<file path="src/rtl/inv_tree_pipe.sv">
// Clocked inverter fanout tree: source select / toggle generator, root stage,
// LEVELS of registered binary splits, per-leaf transition counters, sticky mismatch flag.

module inv_leaf_lane #(
  parameter int   CNT_W = 16,
  parameter logic RST_V = 1'b0
) (
  input  logic             clk,
  input  logic             rst_n,
  input  logic             i_par,
  input  logic             i_clr,
  output logic             o_q,
  output logic [CNT_W-1:0] o_cnt
);
  logic             w_d, w_tog;
  logic             r_q;
  logic [CNT_W-1:0] r_cnt;

  assign w_d   = ~i_par;
  // Count on the same edge the leaf changes, so clear and transition collide cleanly.
  assign w_tog = w_d ^ r_q;

  always_ff @(posedge clk or negedge rst_n) begin
    if (!rst_n) begin
      r_q   <= RST_V;
      r_cnt <= '0;
    end else begin
      r_q <= w_d;
      if (i_clr)
        r_cnt <= '0;
      else if (w_tog && (r_cnt != {CNT_W{1'b1}}))
        r_cnt <= r_cnt + CNT_W'(1);
    end
  end

  assign o_q   = r_q;
  assign o_cnt = r_cnt;
endmodule

module inv_tree_pipe #(
  parameter int LEVELS    = 2,
  parameter int CHAIN_LEN = 5,
  parameter int CNT_W     = 16,
  parameter int PW        = 8
) (
  input  logic                            clk,
  input  logic                            rst_n,
  input  logic                            din,
  input  logic                            stim_en,
  input  logic [PW-1:0]                   stim_period,
  input  logic                            cnt_clr,
  output logic                            src_out,
  output logic [(1<<LEVELS)-1:0]          dout,
  output logic [(1<<LEVELS)*CNT_W-1:0]    leaf_cnt,
  output logic                            err
);
  localparam int   NLEAF   = 1 << LEVELS;
  localparam int   NINT    = NLEAF - 1;
  localparam logic CPAR    = 1'(CHAIN_LEN % 2);
  localparam logic INV_PAR = 1'((CHAIN_LEN + LEVELS) % 2);

  logic            r_src, r_err;
  logic [PW-1:0]   r_scnt, w_pm1;
  logic [NINT-1:0] w_node;
  logic            w_mis;

  assign w_pm1 = (stim_period == '0) ? '0 : stim_period - PW'(1);

  always_ff @(posedge clk or negedge rst_n) begin
    if (!rst_n) begin
      r_src  <= 1'b0;
      r_scnt <= '0;
    end else if (!stim_en) begin
      r_src  <= din;
      r_scnt <= '0;
    end else if (r_scnt == w_pm1) begin
      r_src  <= ~r_src;
      r_scnt <= '0;
    end else begin
      r_scnt <= r_scnt + PW'(1);
    end
  end

  // Internal nodes in heap order: node n has children 2n+1, 2n+2; level = floor(log2(n+1)).
  for (genvar n = 0; n < NINT; n++) begin : g_node
    localparam int   LV = $clog2(n + 2) - 1;
    localparam logic RV = 1'((CHAIN_LEN + LV) % 2);
    logic r_q;
    if (n == 0) begin : g_root
      always_ff @(posedge clk or negedge rst_n) begin
        if (!rst_n) r_q <= RV;
        else        r_q <= r_src ^ CPAR;
      end
    end else begin : g_int
      always_ff @(posedge clk or negedge rst_n) begin
        if (!rst_n) r_q <= RV;
        else        r_q <= ~w_node[(n-1)/2];
      end
    end
    assign w_node[n] = r_q;
  end

  for (genvar i = 0; i < NLEAF; i++) begin : g_leaf
    inv_leaf_lane #(.CNT_W(CNT_W), .RST_V(INV_PAR)) u_lane (
      .clk   (clk),
      .rst_n (rst_n),
      .i_par (w_node[(NINT+i-1)/2]),
      .i_clr (cnt_clr),
      .o_q   (dout[i]),
      .o_cnt (leaf_cnt[i*CNT_W +: CNT_W])
    );
  end

  assign w_mis = (|dout) & ~(&dout);

  // A mismatch sampled in the clear cycle still sets the flag.
  always_ff @(posedge clk or negedge rst_n) begin
    if (!rst_n) r_err <= 1'b0;
    else        r_err <= w_mis | (r_err & ~cnt_clr);
  end

  assign src_out = r_src;
  assign err     = r_err;
endmodule

</file>
<file path="config.mk">
export PLATFORM = sky130hd
export DESIGN_NAME = inv_tree_pipe
export DESIGN_NICKNAME = d
export VERILOG_FILES = /design/src/rtl/inv_tree_pipe.sv
export SDC_FILE = /design/constraint.sdc
export NUM_CORES = 1
export LEC_CHECK = 0
export ABC_AREA = 1
export CAP_MARGIN = 30
export CELL_PAD_IN_SITES_DETAIL_PLACEMENT = 0
export CELL_PAD_IN_SITES_GLOBAL_PLACEMENT = 2
export CORE_UTILIZATION = 32
export CTS_CLUSTER_DIAMETER = 60
export DETAILED_ROUTE_END_ITERATION = 10
export PLACE_DENSITY_LB_ADDON = 0.1
export SETUP_SLACK_MARGIN = 0.02
export SLEW_MARGIN = 20
export SYNTH_ARGS = -nofsm -noshare
export SYNTH_HDL_FRONTEND = slang
export SYNTH_HIERARCHICAL = 1
export SYNTH_SLANG_ARGS = --single-unit
</file>
<file path="constraint.sdc">
create_clock -name clk -period 3.1 [get_ports clk]
set_input_delay 0.31 -clock clk [delete_from_list [all_inputs] [get_ports clk]]
set_output_delay 0.31 -clock clk [all_outputs]
set_load 0.02 [all_outputs]
</file>
==> results of run 1 <==
power breakdown:
| part | leakage (nW) | switching [mW] | internal, mW |
|---|---|---|---|
| clock network | 0.161 | 0.441 | 0.772 |
| logic | 1.75 | 0.350 | 0.202 |
| registers | 1.08 | 0.0783 | 1.11 |
worst paths after layout:
kind                                      startpoint                         to  slack (ns)  cells after the start
min in group asynchronous                      rst_n  g_leaf[1].u_lane/o_cnt[6]        0.44                      2
setup reg to reg           g_leaf[0].u_lane/o_cnt[0]  g_leaf[0].u_lane/o_cnt[8]        1.07                      8
hold / removal                         g_node[0].r_q              g_node[2].r_q        0.42                      1
setup / recovery           g_leaf[0].u_lane/o_cnt[0]  g_leaf[0].u_lane/o_cnt[8]        1.07                      8
hold reg to reg                        g_node[0].r_q              g_node[2].r_q        0.42                      1
max in group asynchronous                      rst_n       g_leaf[0].u_lane/o_q        1.83                      4
layer usage:
layer  up-vias  global-route usage  routed length (um)
li1       2531                   -                   -
met1      2268              0.2278                6653
met2        64              0.3081                6752
met3         9             0.04158                 513
met4         0             0.04152                 133
met5         -                   0                   0
registers in the layout, summed over array words and instances (netlist names):
name and flops:
err 1, g_leaf.u_lane/o_cnt 64, g_leaf.u_lane/o_q 4, g_node.r_q 2
r_scnt 8, src_out 1
stage by stage:
step	power [mW]	hold WS [ns]	instance area [um^2]
floorplan	1.529	0.01441	5134
global route	3.110	0.4568	6549
global placement	1.757	0.4146	6177
detailed placement	1.764	0.4145	6177
CTS	3.008	0.1291	6519
finish	2.950	0.4228	6549
worst max-delay path: cells and delay by family, from the launching register on:
kind,cells,cell delay [ns]
adders and majority gates,1,0.24
DFF,1,0.41
and+or+nand+nor,7,1.30
final cells by class:
| class | instances | area, um^2 |
|---|---|---|
| Sequential cell | 80 | 2008 |
| Timing Repair Buffer | 91 | 900.9 |
| Inverter | 78 | 297.8 |
| Multi-Input combinational cell | 567 | 2736 |
| Clock buffer | 12 | 266.5 |
| Fill cell | 1637 | 8879 |
| Clock inverter | 4 | 75.07 |
| Tap cell | 211 | 264.0 |
logic make-up after synthesis:
group,count (synthesis),synth area share
and+or+nand+nor,501,0.4324
buffers and inverters,91,0.07580
adders and majority gates,6,0.01462
DFF,80,0.3912
xor gates and xnor gates,21,0.03583
muxes,1,0.002193
AOI/OAI and AO/OA,38,0.04801
layout by cell type (no fill, tap or decap), types with 6 or more instances in the layout:
cell type,n
sky130_fd_sc_hd__or2_2,9
sky130_fd_sc_hd__clkbuf_16,9
sky130_fd_sc_hd__xor2_1,20
sky130_fd_sc_hd__nand2_1,247
sky130_fd_sc_hd__nor2_1,103
sky130_fd_sc_hd__o21ai_0,6
sky130_fd_sc_hd__buf_4,8
sky130_fd_sc_hd__ha_1,6
sky130_fd_sc_hd__nand4_1,37
sky130_fd_sc_hd__a21oi_1,17
sky130_fd_sc_hd__inv_1,74
sky130_fd_sc_hd__clkdlybuf4s50_1,81
sky130_fd_sc_hd__nand2_2,15
sky130_fd_sc_hd__nor2_4,8
sky130_fd_sc_hd__nand3_1,67
sky130_fd_sc_hd__dfrtp_1,75
what timing repair did:
action / 4_1_cts / 5_1_grt
setup buffers: 0 / 0
hold buffers: 0 / 1
hold endpoints to repair: 0 / 27
==> impl_metrics.csv, run 1 <==
group,metric,value,unit
yosys,yosys.area.top_type_share,0.3656,
critical_path,crit_slowest_cell,"sky130_fd_sc_hd__nor2_1",
route,detail_route.wl_per_cell,13.47,um
layout,areaGrowthSynthToFinish,27.57,%
place,place_hpwl,10230,um
route,drcViolationCount,0,
critical_path,crit_path_start_kind,"flop",
die,placeableCoreArea,15430,um^2
yosys,ys_top_cells_by_count,"sky130_fd_sc_hd__nand2_1 (247), sky130_fd_sc_hd__nor2_1 (103), sky130_fd_sc_hd__dfrtp_1 (75)",
sta,fin_crit_sh,0.6550,
yosys,syn_avg_cell_area,6.956,um^2
place,place.port_buffers,82,
die,starting_density_of_the_core,0.3328,
yosys,synthDominantAreaCellType,"sky130_fd_sc_hd__dfrtp_1",
route,finalWirelength,14050,um
die,ios,83,
sta,number_of_setup_violations_in_the_final_report,0,
clock_tree,tritoncts.num_buffers,9,
layout,insertedDiodeCount,0,
critical_path,worstPathCellList,"ha_1, nand2_1, nor2_1, nand2_2, nor2_4, nor2_1, nand4_1, nand2_1",
route,drt_pre_antenna_iters,4,
clock_tree,clock_tree.htree_level_count,3,
clock_tree,cts_buffer_depth,2,
clock_tree,clockRootBuffer,"sky130_fd_sc_hd__clkbuf_16",
sta,grt_setup_unrepaired,"false",
critical_path,endpoint_kind,"flop",
yosys,synth.most_common_cell,"sky130_fd_sc_hd__nand2_1",
route,drtIter0Drc,260,
place,routabilityCongestion,0.7826,
route,vias_per_cell,4.671,
grt,first_global_vias,4699,
layout,final_net_count,846,
grt,grt_pass1_wl,23340,um
critical_path,critical_path_class,"reg2reg",
route,postRouteAntennaNets,0,
yosys,synth_edf_count,0,
sta,final_hold_viol_count,0,
critical_path,worstPathRequired,3.37,ns
die,die_width,128.7,um
layout,post_route_cells_drive_above_1_share,0.09014,
grt,grt_start_max_net_pins,66,
sta,finalMaxSlewViolations,0,
die,core.rowCount,45,
clock_tree,path_clk_slew,0.06,ns
sta,final.setup_skew,0.008087,ns
sta,post-route-min-period,2.030,ns
clock_tree,clock_sinks,80,
place,numPlacedInstances,1025,
hold_path,hold_path.class,"reg2reg",
sta,fin_setup_tns,0,ns
place,dp_worst_setup_slack,0.7528,ns
sta,relSlewSlack,0.3962,
route,via_count,4872,
clock_tree,worst_skew_pair.late_latency,0.34,ns
sta,timing_worst_slew_pin_value,0.9023,ns
power,power_density,450.5,nW/um^2
yosys,postSynthCellCount,738,
yosys,synth-seq-cells,80,
sta,achievable_clock_frequency,492.5,MHz
critical_path,worst_path_largest_cell_delay,0.68,ns
power,cellLeakagePower,2.987,nW
critical_path,critPathMaxFanout,11,
yosys,synth.cell_area,5134,um^2
yosys,post_synth_num_cell_types,31,
grt,grt_overflow_total,0,
die,die-area,16550,um^2
grt,grt_util_all_layers,0.1793,
critical_path,arrival,2.30,ns
clock_tree,post_cts_resize_count,0,
yosys,postSynth.asyncResetShare,1.000,
power,ir_worst_vdd,283.9,uV
flow_run,max_cap_violations,0,
layout,final_core_utilization,0.4245,
grt,grt_antenna_before_repair,0,
layout,layoutNonFillerInstCount,1043,
run_status,run_status,"completed",
yosys,nets_in_the_synthesized_netlist,757,
yosys,synth.area.top_cells,"sky130_fd_sc_hd__dfrtp_1 (37%), sky130_fd_sc_hd__nand2_1 (18%), sky130_fd_sc_hd__nor2_1 (7.5%)",
clock_tree,cts_tree,"built",
yosys,share_of_synthesized_area_occupied_by_flip_flops_and_latches,0.3912,
die,die_height,128.7,um
sta,layout_setup_ws,1.070,ns
yosys,yosys_warnings,6,
yosys,synth_ff_type,"sky130_fd_sc_hd__dfrtp_1",
No activity file was read; power rests on OpenSTA's default activity.
==> run 2, diff against run 1 <==
- CORE_UTILIZATION: 32 -> 27
- clock period: 3.1 -> 1.85 ns (I/O delays scaled with it)
==> run 2 against run 1 <==
The run now ends with DRC left; power grew 77%; clock power grew 76%; die area grew 18%; clock skew grew 0.0024 ns; sequential power grew 63%; global-route usage shrank 1.2 points; final cell count grew 7.9%; worst setup slack lost 0.96 ns.
==> impl_metrics.csv, run 2 (synthesized netlist as in run 1, its figures left out) <==
group,metric,value,unit
run_status,run_status,"finished with violations",
run_status,violations,"DRC",
die,ios,83,
die,core.rowCount,50,
clock_tree,clockRootBuffer,"sky130_fd_sc_hd__clkbuf_16",
clock_tree,tritoncts.num_buffers,9,
layout,final_net_count,905,
layout,mostFrequentLayoutCell,"sky130_fd_sc_hd__nand2_1",
clock_tree,worst_skew_pair.late_latency,0.35,ns
die,die_height,139.9,um
grt,grt_start_max_net_pins,39,
sta,finalMaxSlewViolations,0,
sta,fin_setup_tns,0,ns
layout,layout_common_cells,"sky130_fd_sc_hd__nand2_1 (247), sky130_fd_sc_hd__nor2_1 (98), sky130_fd_sc_hd__clkdlybuf4s50_1 (81), sky130_fd_sc_hd__dfrtp_1 (75), sky130_fd_sc_hd__inv_1 (74)",
route,drt_pre_antenna_iters,7,
die,starting_density_of_the_core,0.2754,
place,place_hpwl,11230,um
layout,fillers,1971,
die,die_width,139.9,um
power,cellLeakagePower,3.320,nW
critical_path,endpoint_kind,"primary output",
route,vias_per_cell,4.595,
clock_tree,cts_tree,"built",
clock_tree,clock_sinks,80,
layout,postLayoutCellArea,7073,um^2
grt,grt_pass1_wl,26060,um
route,detail_route.wl_per_cell,13.82,um
die,placeableCoreArea,18640,um^2
sta,post-route-min-period,1.738,ns
clock_tree,cts_buffer_depth,2,
route,drcViolationCount,1,
hold_path,hold_path.class,"in2async",
layout,largest_register_ffs,64,
sta,fin_crit_sh,0.9396,
place,place.port_buffers,82,
flow_run,max_cap_violations,0,
layout,insertedDiodeCount,0,
place,routabilityCongestion,0.7974,
critical_path,worst_path_top_cell_family_by_delay,"buffers and inverters",
critical_path,critical_path_class,"reg2out",
sta,achievable_clock_frequency,575.3,MHz
critical_path,crit_path_start_kind,"flop",
route,via_count,5169,
sta,final.setup_skew,0.01046,ns
sta,timing_worst_slew_pin_value,0.5623,ns
power,ir_worst_vdd,475.4,uV
place,dpl-instance-area,6681,um^2
power,power_density,739.0,nW/um^2
place,numPlacedInstances,1108,
sta,grt_setup_unrepaired,"false",
critical_path,worstPathRequired,1.66,ns
grt,grt_util_all_layers,0.1670,
clock_tree,path_clk_slew,0.07,ns
grt,grt_antenna_before_repair,0,
sta,number_of_setup_violations_in_the_final_report,0,
grt,first_global_vias,5036,
sta,relSlewSlack,0.6248,
layout,areaGrowthSynthToFinish,37.78,%
critical_path,critPathMaxFanout,4,
layout,layoutNonFillerInstCount,1125,
critical_path,worst_path_largest_cell_delay,0.62,ns
critical_path,arrival,1.55,ns
clock_tree,clock_tree.htree_level_count,3,
route,postRouteAntennaNets,0,
critical_path,worstPathCellList,"clkdlybuf4s50_1",
sta,final_hold_viol_count,0,
route,finalWirelength,15550,um
layout,post_route_cells_drive_above_1_share,0.1526,
critical_path,critPathBufInv,1,
die,die-area,19570,um^2
critical_path,crit_slowest_cell,"sky130_fd_sc_hd__clkdlybuf4s50_1",
grt,grt_overflow_total,0,
route,drtIter0Drc,307,
==> run 2: what timing repair did <==
| item | in CTS | in global routing |
|---|---|---|
| endpoints found under the hold margin | 19 | 0 |
| gates resized for setup | 4 | 9 |
| setup endpoints to repair | 44 | 28 |
| setup buffers | 0 | 0 |
| hold buffers | 1 | 0 |
==> run 2: where the power goes <==
part           switching [mW]  internal [mW]  total (mW)
clock                   0.768           1.36        2.13
combinational           0.696          0.459        1.16
sequential             0.0872           1.86        1.94
total                    1.55           3.68        5.23
==> run 2: cell type report <==
cell class	count	area (um^2)	area share
clock buffers	13	250.2	0.03538
clock inverters	3	90.09	0.01274
inverters	78	301.5	0.04263
multi-input cells	567	2774	0.3922
flip-flops and latches	80	2008	0.2839
well taps	234	292.8	0.04139
repair buffers	150	1356	0.1918
==> run 2: worst paths after layout <==
check                      slack, ns  depth (start not counted)                       from                        end
min reg2reg                     0.42                          1              g_node[0].r_q              g_node[2].r_q
max reg2reg                     0.14                          8  g_leaf[2].u_lane/o_cnt[0]  g_leaf[2].u_lane/o_cnt[8]
max                             0.11                          1       g_leaf[3].u_lane/o_q                    dout[3]
max in group asynchronous       0.86                          3                      rst_n       g_leaf[0].u_lane/o_q
min in group clk                0.42                          1              g_node[0].r_q              g_node[2].r_q
min                             0.28                          2                      rst_n  g_leaf[1].u_lane/o_cnt[5]
==> run 2: metrics by stage <==
stage	setup slack, ns	util	hold WS (ns)	total power, mW
floorplan	0.2269	-	-0.1106	2.561
global placement	-0.1569	0.3584	0.1193	3.095
detailed placement	-0.1852	0.3584	0.1179	3.106
CTS	0.09117	0.3777	0.2883	5.289
global route	0.02442	0.3794	0.3024	5.484
finish	0.1118	0.3794	0.2822	5.227
==> run 2: metal layers <==
metal | track usage | wire (um) | vias up
li1 | - | - | 2654
met1 | 0.2330 | 7853 | 2396
met2 | 0.2611 | 6950 | 103
met3 | 0.02188 | 492 | 16
met4 | 0.06593 | 250 | 0
met5 | 0 | 0 | -
==> run 3, diff against run 2 <==
- CTS_CLUSTER_SIZE: unset -> 24
- SLEW_MARGIN: 20 -> 0
- clock period: 1.85 -> 1.4 ns (I/O delays scaled with it)
==> run 3 against run 2 <==
Register-to-register slack worse by 0.30 ns; clock-buffer cell count is 1 higher; clock power is 3% higher; non-clock buffer count is 87 higher; power is 29% higher; the flow finishes with violations (DRC, setup timing); combinational power is 70% higher; critical endpoint is now g_leaf[1].u_lane/o_cnt[8]; clock skew is 0.0019 ns lower.
==> impl_metrics.csv, run 3 (synthesized netlist as in run 1, its figures left out) <==
group,metric,value,unit
clock_tree,clock_sinks,80,
route,detail_route.wl_per_cell,13.73,um
flow_run,max_cap_violations,0,
power,cellLeakagePower,4.041,nW
clock_tree,cts_buffer_depth,2,
layout,insertedDiodeCount,0,
critical_path,crit_slowest_cell,"sky130_fd_sc_hd__dfrtp_2",
layout,layout_common_cells,"sky130_fd_sc_hd__nand2_1 (185), sky130_fd_sc_hd__buf_4 (136), sky130_fd_sc_hd__nor2_1 (75), sky130_fd_sc_hd__nand2_2 (69), sky130_fd_sc_hd__inv_1 (66)",
route,met2_wirelength,7910,um
power,power.internal,4.493,mW
grt,grt_overflow_total,0,
sta,timing_worst_slew_pin_value,0.4785,ns
power,power_density,828.9,nW/um^2
power,ir_worst_vdd,582.5,uV
route,routed_length_on_met3,488,um
power,post-layout-total-power,6.768,mW
sta,final_hold_viol_count,0,
power,power.share.clock,0.326,
critical_path,worstPathRequired,1.64,ns
sta,post-route-min-period,1.557,ns
critical_path,crit_path_start_kind,"flop",
sta,fin_crit_sh,1.112,
sta,layout_setup_ws,-0.1570,ns
layout,largest_register_ffs,64,
clock_tree,tritoncts.num_buffers,9,
place,dp_worst_setup_slack,-0.7222,ns
route,drt_pre_antenna_iters,8,
grt,grt_util_all_layers,0.1767,
route,wl_met1,8165,um
die,starting_density_of_the_core,0.2754,
die,die_width,139.9,um
route,drtIter0Drc,284,
sta,relSlewSlack,0.6810,
sta,achievable_clock_frequency,642.3,MHz
clock_tree,clockRootBuffer,"sky130_fd_sc_hd__clkbuf_16",
grt,first_global_vias,5459,
grt,grt_pass1_wl,27380,um
clock_tree,path_clk_slew,0.06,ns
grt,grt_antenna_before_repair,0,
die,core.rowCount,50,
layout,postLayoutCellArea,8165,um^2
die,die_height,139.9,um
run_status,run_status,"finished with violations",
layout,final_net_count,997,
critical_path,critical_path.most_common_cell,"sky130_fd_sc_hd__nand2_1",
layout,areaGrowthSynthToFinish,59.05,%
critical_path,endpoint_kind,"flop",
sta,grt_setup_unrepaired,"true",
power,switching_share,0.3362,
place,place_hpwl,11690,um
clock_tree,clock_tree.htree_level_count,3,
route,topRoutingLayerUsed,"met4",
run_status,violations,"DRC, setup timing",
layout,final_core_utilization,0.4380,
place,routabilityCongestion,0.7884,
grt,grt_start_max_net_pins,81,
die,placeableCoreArea,18640,um^2
hold_path,hold_path.class,"in2async",
sta,final.setup_skew,0.008528,ns
layout,mostFrequentLayoutCell,"sky130_fd_sc_hd__nand2_1",
sta,number_of_setup_violations_in_the_final_report,58,
sta,fin_hold_ws,0.3692,ns
route,postRouteAntennaNets,0,
critical_path,arrival,1.79,ns
clock_tree,worst_skew_pair.late_latency,0.35,ns
clock_tree,cts_tree,"built",
die,die-area,19570,um^2
place,dpl-instance-area,7375,um^2
layout,fillers,1930,
critical_path,worstPathCellList,"ha_4, nand2_4, nor2_2, nand2_2, nor2_4, buf_6, o21ai_4, buf_4, inv_4, nand2_1, nand2_1",
place,place.port_buffers,82,
critical_path,critical_path_class,"reg2reg",
die,ios,83,
route,finalWirelength,16710,um
route,vias_per_cell,4.596,
layout,post_route_cells_drive_above_1_share,0.3967,
power,switching_power,2.275,mW
critical_path,critPathMaxFanout,6,
power,combPwrFrac,0.290,
route,via_count,5593,
route,drcViolationCount,1,
power,seq_power_share,0.384,
critical_path,worst_path_largest_cell_delay,0.42,ns
sta,finalMaxSlewViolations,0,
[run 3: worst paths after layout]
check                                           from                        end  slack (ns)  depth (start not counted)
setup / recovery           g_leaf[1].u_lane/o_cnt[1]  g_leaf[1].u_lane/o_cnt[8]       -0.16                         11
hold / removal                                 rst_n  g_leaf[1].u_lane/o_cnt[5]        0.37                          3
setup reg to reg           g_leaf[1].u_lane/o_cnt[1]  g_leaf[1].u_lane/o_cnt[8]       -0.16                         11
hold reg to reg                        g_node[0].r_q              g_node[2].r_q        0.43                          1
max in group asynchronous                      rst_n  g_leaf[3].u_lane/o_cnt[9]        0.63                          3
min in group clk                       g_node[0].r_q              g_node[2].r_q        0.43                          1
[run 3: power groups by stage]
stage	Combinational [mW]	Clock (mW)	Sequential (mW)
global route	2.15	2.40	2.62
global placement	1.65	0	2.62
CTS	1.81	2.30	2.59
finish	1.97	2.20	2.60
floorplan	0.652	0	2.82
detailed placement	1.67	0	2.63
[run 3: layout make-up]
class	count	area [um^2]	area share
multi-input combinational	568	3228	0.3953
sequential	80	2043	0.2502
timing repair buffer	237	1969	0.2412
inverter	78	340.3	0.04168
tap	234	292.8	0.03586
clock buffer	14	244.0	0.02988
timing repair inverter	4	37.54	0.004597
clock inverter	2	10.01	0.001226
[run 3: per-stage QoR]
step,TNS (ns),std cells
2_1_floorplan,-6.204,738
3_3_place_gp,-25.54,1181
3_5_place_dp,-27.48,1181
4_1_cts,-7.036,1209
5_1_grt,-9.189,1217
6_report,-5.628,1217
[run 3: metal layers]
layer,vias up,track usage
met4,0,0.04800
met5,-,0
met1,2656,0.2425
met2,80,0.2874
li1,2844,-
met3,13,0.02872
[run 3: timing repair]
action | CTS | global route
hold buffers | 1 | 0
endpoints found under the hold margin | 75 | 0
buffers inserted | 9 | 7
pin swaps | 18 | 34
gates resized for setup | 170 | 153
endpoints found under the setup margin | 140 | 104
cloned | 2 | 3
[run 3: critical path: cells and delay by family, from the launching register on]
family	cells	cell delay, ns
DFF	1	0.42
buffers and inverters	3	0.33
and+or+nand+nor	6	0.33
AOI/OAI and AO/OA	1	0.18
adders and majority gates	1	0.17
